File: src/rtl/sseg_scan_capture.sv
// sseg_scan_capture
//   Receive-side monitor for a multiplexed 4-digit seven-segment bus.
//   The block synchronizes the segment and anode lines and filters out scan
//   glitches. It reverse-decodes each stable single-digit pattern back to a
//   hex nibble and keeps one register per digit.
//
// Parameters
//   STABLE_CYCLES  consecutive identical samples before acceptance (2..255)
//   ACTIVE_LOW     1: bus segment/anode lines are active-low, 0: active-high
//
// Ports
//   clock       system clock, rising edge
//   reset       asynchronous active-low reset
//   en          capture enable
//   segment     bus segments, bit0=a .. bit6=g
//   anode       bus digit selects, bit0 = rightmost digit
//   digits      captured nibbles, digit i in [4i+3:4i]
//   dvalid      per digit: last accepted pattern was a legal hex glyph
//   frame_done  1-cycle pulse once all four digits were captured
//   err         1-cycle pulse on illegal glyph or multiple active anodes
//   rot         (SSEG_ROTATE_DETECT_EN only) 01 = frame rotated left by a
//               nibble vs previous frame, 10 = rotated right, 00 = neither
//
// Optional feature macro: SSEG_ROTATE_DETECT_EN
module sseg_scan_capture #(
  parameter int unsigned STABLE_CYCLES = 4,
  parameter int unsigned ACTIVE_LOW    = 1
) (
  input  logic        clock,
  input  logic        reset,
  input  logic        en,
  input  logic [6:0]  segment,
  input  logic [3:0]  anode,
  output logic [15:0] digits,
  output logic [3:0]  dvalid,
  output logic        frame_done,
`ifdef SSEG_ROTATE_DETECT_EN
  output logic        err,
  output logic [1:0]  rot
`else
  output logic        err
`endif
);

  localparam logic [7:0]  CNT_MAX  = 8'(STABLE_CYCLES);
  localparam logic [7:0]  CNT_PRE  = 8'(STABLE_CYCLES - 1);
  // Normalized view of an all-zero synchronizer, so that reset does not
  // look like a bus change.
  localparam logic [10:0] NORM_RST = (ACTIVE_LOW != 0) ? 11'h7FF : 11'h000;

  logic [10:0] r_sync1, r_sync2, r_prev;
  logic [7:0]  r_cnt;
  logic        r_armed;
  logic [15:0] r_digits;
  logic [3:0]  r_dvalid, r_mask;
  logic        r_fd, r_err;

  logic [10:0] w_norm;
  logic [3:0]  w_an;
  logic [6:0]  w_seg;
  logic        w_same, w_accept, w_onehot, w_cap, w_err;
  logic        w_legal;
  logic [3:0]  w_val;

  // Internally 1 = lit / selected.
  assign w_norm = (ACTIVE_LOW != 0) ? ~r_sync2 : r_sync2;
  assign w_an   = w_norm[10:7];
  assign w_seg  = w_norm[6:0];
  assign w_same = (w_norm == r_prev);

  // Fires once per stable window: the edge on which the count reaches the
  // threshold while still armed.
  assign w_accept = en && r_armed && w_same && (r_cnt == CNT_PRE);
  assign w_onehot = (w_an != 4'h0) && ((w_an & (w_an - 4'h1)) == 4'h0);
  assign w_cap    = w_accept && w_onehot;
  assign w_err    = (w_accept && (w_an != 4'h0) && !w_onehot) ||
                    (w_cap && (w_seg != 7'h00) && !w_legal);

  // gfedcba -> hex
  always_comb begin
    w_legal = 1'b1;
    w_val   = 4'h0;
    case (w_seg)
      7'h3F: w_val = 4'h0;
      7'h06: w_val = 4'h1;
      7'h5B: w_val = 4'h2;
      7'h4F: w_val = 4'h3;
      7'h66: w_val = 4'h4;
      7'h6D: w_val = 4'h5;
      7'h7D: w_val = 4'h6;
      7'h07: w_val = 4'h7;
      7'h7F: w_val = 4'h8;
      7'h6F: w_val = 4'h9;
      7'h77: w_val = 4'hA;
      7'h7C: w_val = 4'hB;
      7'h39: w_val = 4'hC;
      7'h5E: w_val = 4'hD;
      7'h79: w_val = 4'hE;
      7'h71: w_val = 4'hF;
      default: w_legal = 1'b0;
    endcase
  end

  // Synchronizer and stability filter
  always_ff @(posedge clock or negedge reset) begin
    if (!reset) begin
      r_sync1 <= '0;
      r_sync2 <= '0;
      r_prev  <= NORM_RST;
      r_cnt   <= '0;
      r_armed <= 1'b1;
    end else begin
      r_sync1 <= {anode, segment};
      r_sync2 <= r_sync1;
      r_prev  <= w_norm;
      if (!en) begin
        r_cnt   <= '0;
        r_armed <= 1'b1;
      end else if (!w_same) begin
        r_cnt   <= 8'd1;
        r_armed <= 1'b1;
      end else begin
        if (r_cnt != CNT_MAX) r_cnt <= r_cnt + 8'd1;
        if (w_accept)         r_armed <= 1'b0;
      end
    end
  end

  // Digit registers, frame mask, pulses
  always_ff @(posedge clock or negedge reset) begin
    if (!reset) begin
      r_digits <= '0;
      r_dvalid <= '0;
      r_mask   <= '0;
      r_fd     <= 1'b0;
      r_err    <= 1'b0;
    end else begin
      r_err <= w_err;
      r_fd  <= (r_mask == 4'hF);
      // A capture on the clearing edge lands in the fresh mask.
      r_mask <= ((r_mask == 4'hF) ? 4'h0 : r_mask) | (w_cap ? w_an : 4'h0);
      for (int i = 0; i < 4; i++) begin
        if (w_cap && w_an[i]) begin
          r_dvalid[i] <= w_legal;
          if (w_legal) r_digits[i*4 +: 4] <= w_val;
        end
      end
    end
  end

`ifdef SSEG_ROTATE_DETECT_EN
  logic [15:0] r_prev_frame;
  logic        r_prev_ok;
  logic [1:0]  r_rot;

  always_ff @(posedge clock or negedge reset) begin
    if (!reset) begin
      r_prev_frame <= '0;
      r_prev_ok    <= 1'b0;
      r_rot        <= 2'b00;
    end else if (r_mask == 4'hF) begin
      // Same edge as the frame_done pulse; r_digits holds the full frame.
      r_prev_frame <= r_digits;
      r_prev_ok    <= (r_dvalid == 4'hF);
      if (r_prev_ok && (r_dvalid == 4'hF) &&
          (r_digits == {r_prev_frame[11:0], r_prev_frame[15:12]}))
        r_rot <= 2'b01;
      else if (r_prev_ok && (r_dvalid == 4'hF) &&
               (r_digits == {r_prev_frame[3:0], r_prev_frame[15:4]}))
        r_rot <= 2'b10;
      else
        r_rot <= 2'b00;
    end
  end

  assign rot = r_rot;
`endif

  assign digits     = r_digits;
  assign dvalid     = r_dvalid;
  assign frame_done = r_fd;
  assign err        = r_err;

endmodule

File: config.mk
export PLATFORM = sky130hd
export DESIGN_NAME = sseg_scan_capture
export DESIGN_NICKNAME = d
export VERILOG_FILES = /design/src/rtl/sseg_scan_capture.sv
export SDC_FILE = /design/constraint.sdc
export NUM_CORES = 1
export LEC_CHECK = 0
export CAP_MARGIN = 20
export CORE_ASPECT_RATIO = 1.2
export CORE_MARGIN = 10
export CORE_UTILIZATION = 38
export DETAILED_ROUTE_END_ITERATION = 12
export PLACE_DENSITY = 0.58
export RECOVER_POWER = 50
export SETUP_SLACK_MARGIN = 0.3
export SLEW_MARGIN = 10
export SYNTH_ARGS = -nofsm -noshare
export SYNTH_HDL_FRONTEND = slang
export SYNTH_SLANG_ARGS = --single-unit
File: constraint.sdc
create_clock -name clock -period 4.1 [get_ports clock]
set_input_delay 0.41 -clock clock [delete_from_list [all_inputs] [get_ports clock]]
set_output_delay 0.41 -clock clock [all_outputs]
set_load 0.02 [all_outputs]
# After elaboration in Yosys (flattened, before gate mapping)
# Index checks and enable logic that the tools add are counted.
[op_classes] add_sub_neg=2 eq_ne=22 mux=10 bitwise_logic=3 reduce_logical=24
[ops] op="$eq 7x7->1 const B" count=12
[ops] op="$pmux 4 s15" count=1
[ops] op="$mux 8" count=3
[ops] op="$reduce_or 16->1" count=1
[ops] op="$eq 7x3->1 const B" count=2
[ops] op="$eq 7x6->1 const B" count=2
[ops] op="$logic_and 1x1->1" count=13
[ops] op="$eq 11x11->1" count=1
[ops] op="$not 11->11" count=1
[ops] op="$add 8x1->8 const B" count=1
[ops] op="$eq 8x2->1 const B" count=1
[ops] op="$mux 4" count=2
[ops] op="$ne 8x3->1 const B" count=1
[ops] op="$reduce_and 2->1" count=4
[ops] op="$reduce_bool 7->1" count=1
[ops] op="$ne 3x2->1 const B" count=2
[ops] op="$and 4x4->4" count=1
[ops] op="$eq 4x4->1 const B" count=1
[ops] op="$logic_not 4->1" count=1
[ops] op="$mux 1" count=4
[ops] op="$or 4x4->4" count=1
[ops] op="$reduce_bool 4->1" count=1
[ops] op="$sub 4x1->4 const B" count=1
[ops] op="$logic_not 1->1" count=2
[ops] op="$logic_or 1x1->1" count=1
[totals] ff_bits=68 in_bits=14 out_inout_bits=22 word_cells=77

# Longest topological paths before layout
# Gate-level depths: netlist (run 1).
[depth] depth_word=9 mapped_depth=9

# Worst setup path before layout (run 1)
# Ideal clock, no wire load.
[synth_path] path_kind="register to register" from="reg r_cnt[5]" to="reg r_digits[11], in the netlist digits[11]" setup_ns=0.128 arrival_ns=2.129 required_time_ns=3.972 slack_ns=1.844 path_stages_with_launch=6 path_buffers=0 period_less_slack_ns=2.256 cell_sequence="dfrtp_1 -> or4_4 -> nor4_4 -> nand4_1 -> nor2_1 -> mux2_1"
[synth_between] elab_chain_cells=5
[synth_rtl] element="from (decl)" line="52" text="logic [7:0] r_cnt;"
[synth_rtl] element="from (signal assigned)" line="123" text="if (r_cnt != CNT_MAX) r_cnt <= r_cnt + 8'd1;"
[synth_rtl] element="$eq 8x2->1" line="73" text="assign w_accept = en && r_armed && w_same && (r_cnt == CNT_PRE);"
[synth_rtl] element="$logic_and 1x1->1" line="73"
[synth_rtl] element="$logic_and 1x1->1" line="75" text="assign w_cap = w_accept && w_onehot;"
[synth_rtl] element="$logic_and 1x1->1" line="143" text="if (w_cap && w_an[i]) begin"
[synth_rtl] element="$reduce_and 2->1 (no source line)"
[synth_rtl] element="to (signal, indexed assignment)" line="145" text="if (w_legal) r_digits[i*4 +: 4] <= w_val;"
[synth_rtl] element="to (decl)" line="54" text="logic [15:0] r_digits;"
# Every way passes these cells.
# A chain may end at the register's enable or synchronous reset.

# Final worst setup path (run 1)
[layout_path] from="reg r_sync2[3]" to="reg r_digits[15], in the netlist digits[15]"
[layout_between] elab_chain_cells=7 elab_cells_between_ends=26
[layout_rtl] element="from (decl)" line="51" text="logic [10:0] r_sync1, r_sync2, r_prev;"
[layout_rtl] element="from (signal assigned)" line="114" text="r_sync2 <= r_sync1;"
[layout_rtl] element="$not 11->11 *" line="66" text="assign w_norm = (ACTIVE_LOW != 0) ? ~r_sync2 : r_sync2;"
[layout_rtl] element="parallel branches: the longest is 6 deep, another holds $reduce_or 16->1"
# Every way passes the cells marked *.

==> run summary, run 1 <==
Status - finished with violations
Failing checks - max-capacitance violations, max-slew violations
Synth Net Count - 271
Num Clock Sinks - 68
WS Path Type - flip-flop to flip-flop
Total Wirelength - 5980 um
CTS resizes - 0
Final critical-path share of the clock period - 66.7%
TritonCTS buffer count - 9
Initial Utilization - 39.1%
CP arrival - 2.95 ns
Count of final setup violators - 0
Wl on met1 - 2780 um
FP Rows - 34
Cell leakage power - 1.48 nW
Highest routed layer - met4
Slew headroom - -9.68%
RePlAce Congestion - 0.815
Filler Cells Inserted - 662
All-layer global routing usage - 10.9%
Pin slew with the least headroom to its limit - 1.65 ns
#FFs+latches synth - 68
Worst min-delay path class - flip-flop to flip-flop
Remaining DRCs - 0
Required @ worst endpoint - 4.32 ns
Top cell type's share of synthesized area - 49.2%
First-pass GRT wire length - 10100 um
N_diodes - 0
Final Hold Fails - 0
Layout area overhead - 20.7%
Core Box Area - 7270 um2
Design Power - 0.00130 W
Final net count - 307
Reg clk slew, reported paths - 0.07 ns
Seq/Total Area, Yosys - 60.3%
Postcts setup bufs - 0
Die span in x - 99.0 um
CTS root buf - clkbuf_8
Max-cap violations - 1
Design area - 3430 um2
CTS tree - done
Synth async-reset ratio - 100%
Met2 WL - 2790 um
Hpwl dp - 4200 um
Largest net degree at the start of global routing - 38
Syn Area/Cell - 11.2 um2
Number of distinct library cells after synthesis - 44
Critical Path Fanout Max - 15
Clk Latency, worst-skew pair - 0.34 ns
Router iterations before antenna repair - 4
Metal3 WL - 320 um
Share of cells above drive strength 1 - 10.8%
Die Ht - 115 um
Antenna violations before repair - 0
Ys flop type - dfrtp_1
Buffers added on ports - 35
Final critical-path required period - 2.73 ns
Gate Count Post-Synth - 255
Synth top cells by count - 56 x dfrtp_1, 23 x nand2_1, 22 x o21ai_0, 20 x nor2_1, 15 x inv_1
Initial DRC count - 99
Fmax - 366 MHz
RSZ-0062 raised after global routing - false
Vias/cell - 5.15
Dominant cell by count in the synthesized netlist - dfrtp_1
Cts hold-fix bufs - 0
Number of global-route vias before repair - 2053
Slew Viols, Final - 33
Mapped Area - 2850 um2
P per Cell Area - 377 nW/um2
Placed instance area - 3260 um2
Placed insts - 370
Htree depth - 3
Io pins - 36
Max VDD drop - 0.000198 V
Total congestion overflow - 0
Post-synth EDFFs - 0
Syn. warnings - 0
Worst Skew - 0.00939 ns
Synth area leader - dfrtp_1
Synth area leaders - dfrtp_1 49%, dfstp_2 11%, xnor2_1 4.0%, o21ai_0 3.9%, nand2_1 3.0%
Crit path launch type - flip-flop
Setup TNS - 0 ns
Die area - 11400 um2
Drt wl/cell - 15.5 um
CP endpoint kind - flip-flop
Tightest hold margin - 0.349 ns
ANT nets after route - 0
Final Instance Count excl. Fillers - 386
Clock buffer depth - 2
Vias - 1988
[cells in the final DEF (no fill, tap or decap), types with 3 or more instances in the layout]
cell type / count
and2_1: 3
nor2_1: 20
o2bb2ai_1: 5
clkdlybuf4s50_1: 23
nor4_1: 5
a21oi_1: 5
clkbuf_1: 6
inv_1: 15
nand4_1: 10
nor3_1: 7
xor2_1: 4
xnor2_1: 13
dfstp_2: 12
clkbuf_8: 9
nand3_1: 8
nand2_1: 23
mux2_1: 3
dlygate4sd3_1: 11
dfrtp_1: 56
o21ai_0: 22
[flip-flops by register name, summed over array words and instances, names as in the netlist]
| signal | flops |
|---|---|
| r_prev | 11 |
| r_mask | 4 |
| err | 1 |
| r_sync2 | 11 |
| r_armed | 1 |
| r_sync1 | 11 |
| r_cnt | 8 |
| digits | 16 |
| frame_done | 1 |
| dvalid | 4 |
[worst paths after layout]
kind                       cells past startpoint       start          to  slack (ns)
setup / recovery                               7  r_sync2[3]  digits[15]        1.37
hold / removal                                 0  r_sync1[2]  r_sync2[2]        0.35
setup reg to reg                               7  r_sync2[3]  digits[15]        1.37
hold reg to reg                                0  r_sync1[2]  r_sync2[2]        0.35
max in group asynchronous                      2       reset   r_prev[5]        2.35
min in group asynchronous                      1       reset    r_cnt[3]        0.48
[routing by layer]
metal  global-route usage (%)  up-vias
li1                         -      960
met1                     13.7      966
met2                     16.8       51
met3                     3.96       11
met4                     3.92        0
met5                        0        -
[layout make-up]
cell class	count	area, um2	area share [%]
Sequential cell	68	1720	50.0
Clock inverter	2	35.0	1.02
Multi-Input combinational cell	160	1010	29.5
Clock buffer	14	143	4.15
Inverter	15	56.3	1.64
Timing Repair Buffer	37	359	10.5
Tap cell	90	113	3.28
[cells by family after synthesis]
group / synth area share [%]
buffers and inverters: 4.13
xor gates and xnor gates: 5.23
AOI/OAI and AO/OA: 10.3
DFF: 60.3
muxes: 2.11
and+or+nand+nor: 17.0
adders and majority gates: 0.879
[worst max-delay path, stage by stage (launching register included)]
cell and delay (ns):
dfrtp_1 0.56, nor2_1 0.34, a31oi_1 0.13, o311ai_1 0.62, nor3_1 0.13, buf_4 0.21, or2_1 0.31, mux2_4 0.32
[stage by stage]
step                setup WS [ns]  util [%]
CTS                          1.38      47.2
global placement             1.39      44.8
detailed placement           1.40      44.8
floorplan                    1.84         -
finish                       1.37      47.2
global route                 1.16      47.2
[power breakdown]
part           switching [W]  leakage [nW]  internal (W)
combinational      0.0000402         0.540     0.0000284
sequential         0.0000204         0.856      0.000692
clock               0.000233        0.0887      0.000282
total               0.000294          1.48       0.00100
(Power assumes the default switching activity.)
==> inputs of run 2 (changes only) <==
==> constraint.sdc (replaced) <==
create_clock -name clock -period 2.6 [get_ports clock]
set_input_delay 0.26 -clock clock [delete_from_list [all_inputs] [get_ports clock]]
set_output_delay 0.26 -clock clock [all_outputs]
set_load 0.02 [all_outputs]
==> run summary, run 2 (synthesis results as in run 1) <==
Hpwl dp - 4470 um (+6.4%)
Die area - 11400 um2 (unchanged)
Setup TNS - 0 ns (unchanged)
Critical Path Fanout Max - 5 (-10)
CP endpoint kind - flip-flop
Slowest stage cell, crit path - or4_4
Final critical-path share of the clock period - 87.7% (+21 points)
ANT nets after route - 0 (unchanged)
Critical Path Start - r_cnt[5]
Worst reg2reg path depth - 6 (-1)
Reg clk slew, reported paths - 0.08 ns (about the same)
RePlAce Congestion - 0.836 (+2.6%)
Crit-path max cell delay - 0.56 ns (-0.06 ns)
Slew headroom - 1.54% (+11 points)
Htree depth - 3 (unchanged)
WS Path Type - flip-flop to flip-flop
Tightest hold margin - 0.347 ns (-0.00212 ns)
Slew Viols, Final - 0 (-100%)
Clk Latency, worst-skew pair - 0.33 ns (about the same)
Most common cell after layout, fill and taps aside - dfrtp_1
Pin slew with the least headroom to its limit - 1.48 ns (-0.168 ns)
N_diodes - 0 (unchanged)
Remaining DRCs - 0 (unchanged)
Cells along the critical path - or4_4, nor4_4, buf_4, nand4_4, or2_4, mux2_4
TritonCTS buffer count - 9 (unchanged)
Die Ht - 115 um (unchanged)
Initial Utilization - 39.1% (unchanged)
Hold depth - 0 (unchanged)
Io pins - 36 (unchanged)
Total congestion overflow - 0 (unchanged)
Final Hold Fails - 0 (unchanged)
CTS root buf - clkbuf_8
Worst r2r src - r_cnt[5]
RSZ-0062 raised after global routing - true
Worst min-delay path class - flip-flop to flip-flop
Status - completed
R2R Setup Slk - 0.32 ns (-1.05 ns)
Reg-to-reg endpoint - digits[15]
Initial DRC count - 108 (+9.1%)
Max VDD drop - 0.000431 V (+120%)
Num Clock Sinks - 68 (unchanged)
Hold Startpoint - r_sync1[3]
Commonest cells after routing, fill and taps aside - 56 x dfrtp_1, 23 x nand2_1, 23 x clkdlybuf4s50_1, 23 x buf_4
Share of cells above drive strength 1 - 22.1% (+11 points)
Vias/cell - 5.15 (about the same)
Drt wl/cell - 15.4 um (-0.84%)
Buffers added on ports - 35 (unchanged)
Cell leakage power - 1.67 nW (+13%)
All-layer global routing usage - 11.5% (+0.61 points)
FP Rows - 34 (unchanged)
Layout area overhead - 32.9%
Total Wirelength - 6320 um (+5.6%)
Worst Skew - 0.00960 ns (+0.000202 ns)
Final critical-path required period - 2.28 ns (-0.454 ns)
Router iterations before antenna repair - 4 (unchanged)
Vias - 2118 (+6.5%)
Crit path launch type - flip-flop
Number of global-route vias before repair - 2149 (+4.7%)
Antenna violations before repair - 0 (unchanged)
Die span in x - 99.0 um (unchanged)
Core Box Area - 7270 um2 (unchanged)
Required @ worst endpoint - 2.82 ns (-1.50 ns)
CP arrival - 2.50 ns (-0.45 ns)
CTS tree - done
Fmax - 439 MHz (+20%)
Final net count - 332 (+8.1%)
Clock buffer depth - 2 (unchanged)
Count of final setup violators - 0 (unchanged)
P per Cell Area - 637 nW/um2 (+69%)
Largest net degree at the start of global routing - 44 (+16%)
Hold EP - r_sync2[3]
First-pass GRT wire length - 10700 um (+6.6%)
Max FFs per register - 16 (unchanged)
Max-cap violations - 0 (-1)
run 2: changes by cell type in the layout (fill, tap and decap cells not counted), moves of 2 or more:
cell / delta
nor2_2: +2
mux2_4: +2
bufinv_16: +3
nor3_1: -2
buf_4: +21
mux2_1: -2
o21ai_1: +4
clkbuf_1: -5
nor2_1: -2
o21ai_0: -4
run 2: critical path, delay by kind of cell, from the launching register on:
family        cells  cell delay [ns]
buf+inv           1             0.20
mux               1             0.30
simple gates      4             1.27
flops             1             0.38
run 2: through the flow:
| stage | setup WS (ns) | power [W] | instances | instance area [um2] | util (%) |
|---|---|---|---|---|---|
| CTS | 0.298 | 0.00244 | 404 | 3700 | 50.9 |
| global placement | 0.0813 | 0.00127 | 381 | 3350 | 46.1 |
| floorplan | 0.344 | 0.00120 | 255 | 2850 | - |
| finish | 0.320 | 0.00241 | 411 | 3780 | 52.0 |
| detailed placement | 0.0648 | 0.00127 | 381 | 3350 | 46.1 |
| global route | 0.218 | 0.00251 | 411 | 3780 | 52.0 |
run 2: layout make-up:
| type | instances | area, um2 |
|---|---|---|
| fillers | 663 | 3490 |
| flip-flops and latches | 68 | 1720 |
| multi-input cells | 160 | 1060 |
| repair buffers | 62 | 566 |
| clock buffers | 10 | 138 |
| clock inverters | 6 | 134 |
| well taps | 90 | 113 |
| inverters | 15 | 56.3 |
run 2: worst max-delay path by stage:
stage	depth (start not counted)	endpoint	slack (ns)
floorplan	5	digits[11]	0.34
global placement	6	digits[3]	0.08
detailed placement	6	digits[15]	0.06
CTS	6	digits[15]	0.30
global route	6	digits[3]	0.22
finish	6	digits[15]	0.32
run 2: timing repair:
item | CTS | global route
pin swaps | 3 | 8
hold endpoints to repair | 19 | 0
gates resized for setup | 7 | 12
hold buffers | 1 | 0
buffers inserted | 6 | 7
setup endpoints to repair | 18 | 14
gates cloned | 0 | 0
run 2: report_power, final:
group	total, W	switching [W]	leakage [nW]	internal (W)
clock network	0.00115	0.000392	0.137	0.000762
registers	0.00112	0.0000268	0.856	0.00109
logic	0.000137	0.0000760	0.679	0.0000611
run 2: routing by layer:
metal,vias to the layer above,track usage (%),wire [um]
li1,1011,-,-
met1,1048,14.5,2860
met2,53,18.1,3080
met3,6,3.54,292
met4,0,4.40,79
met5,-,0,0
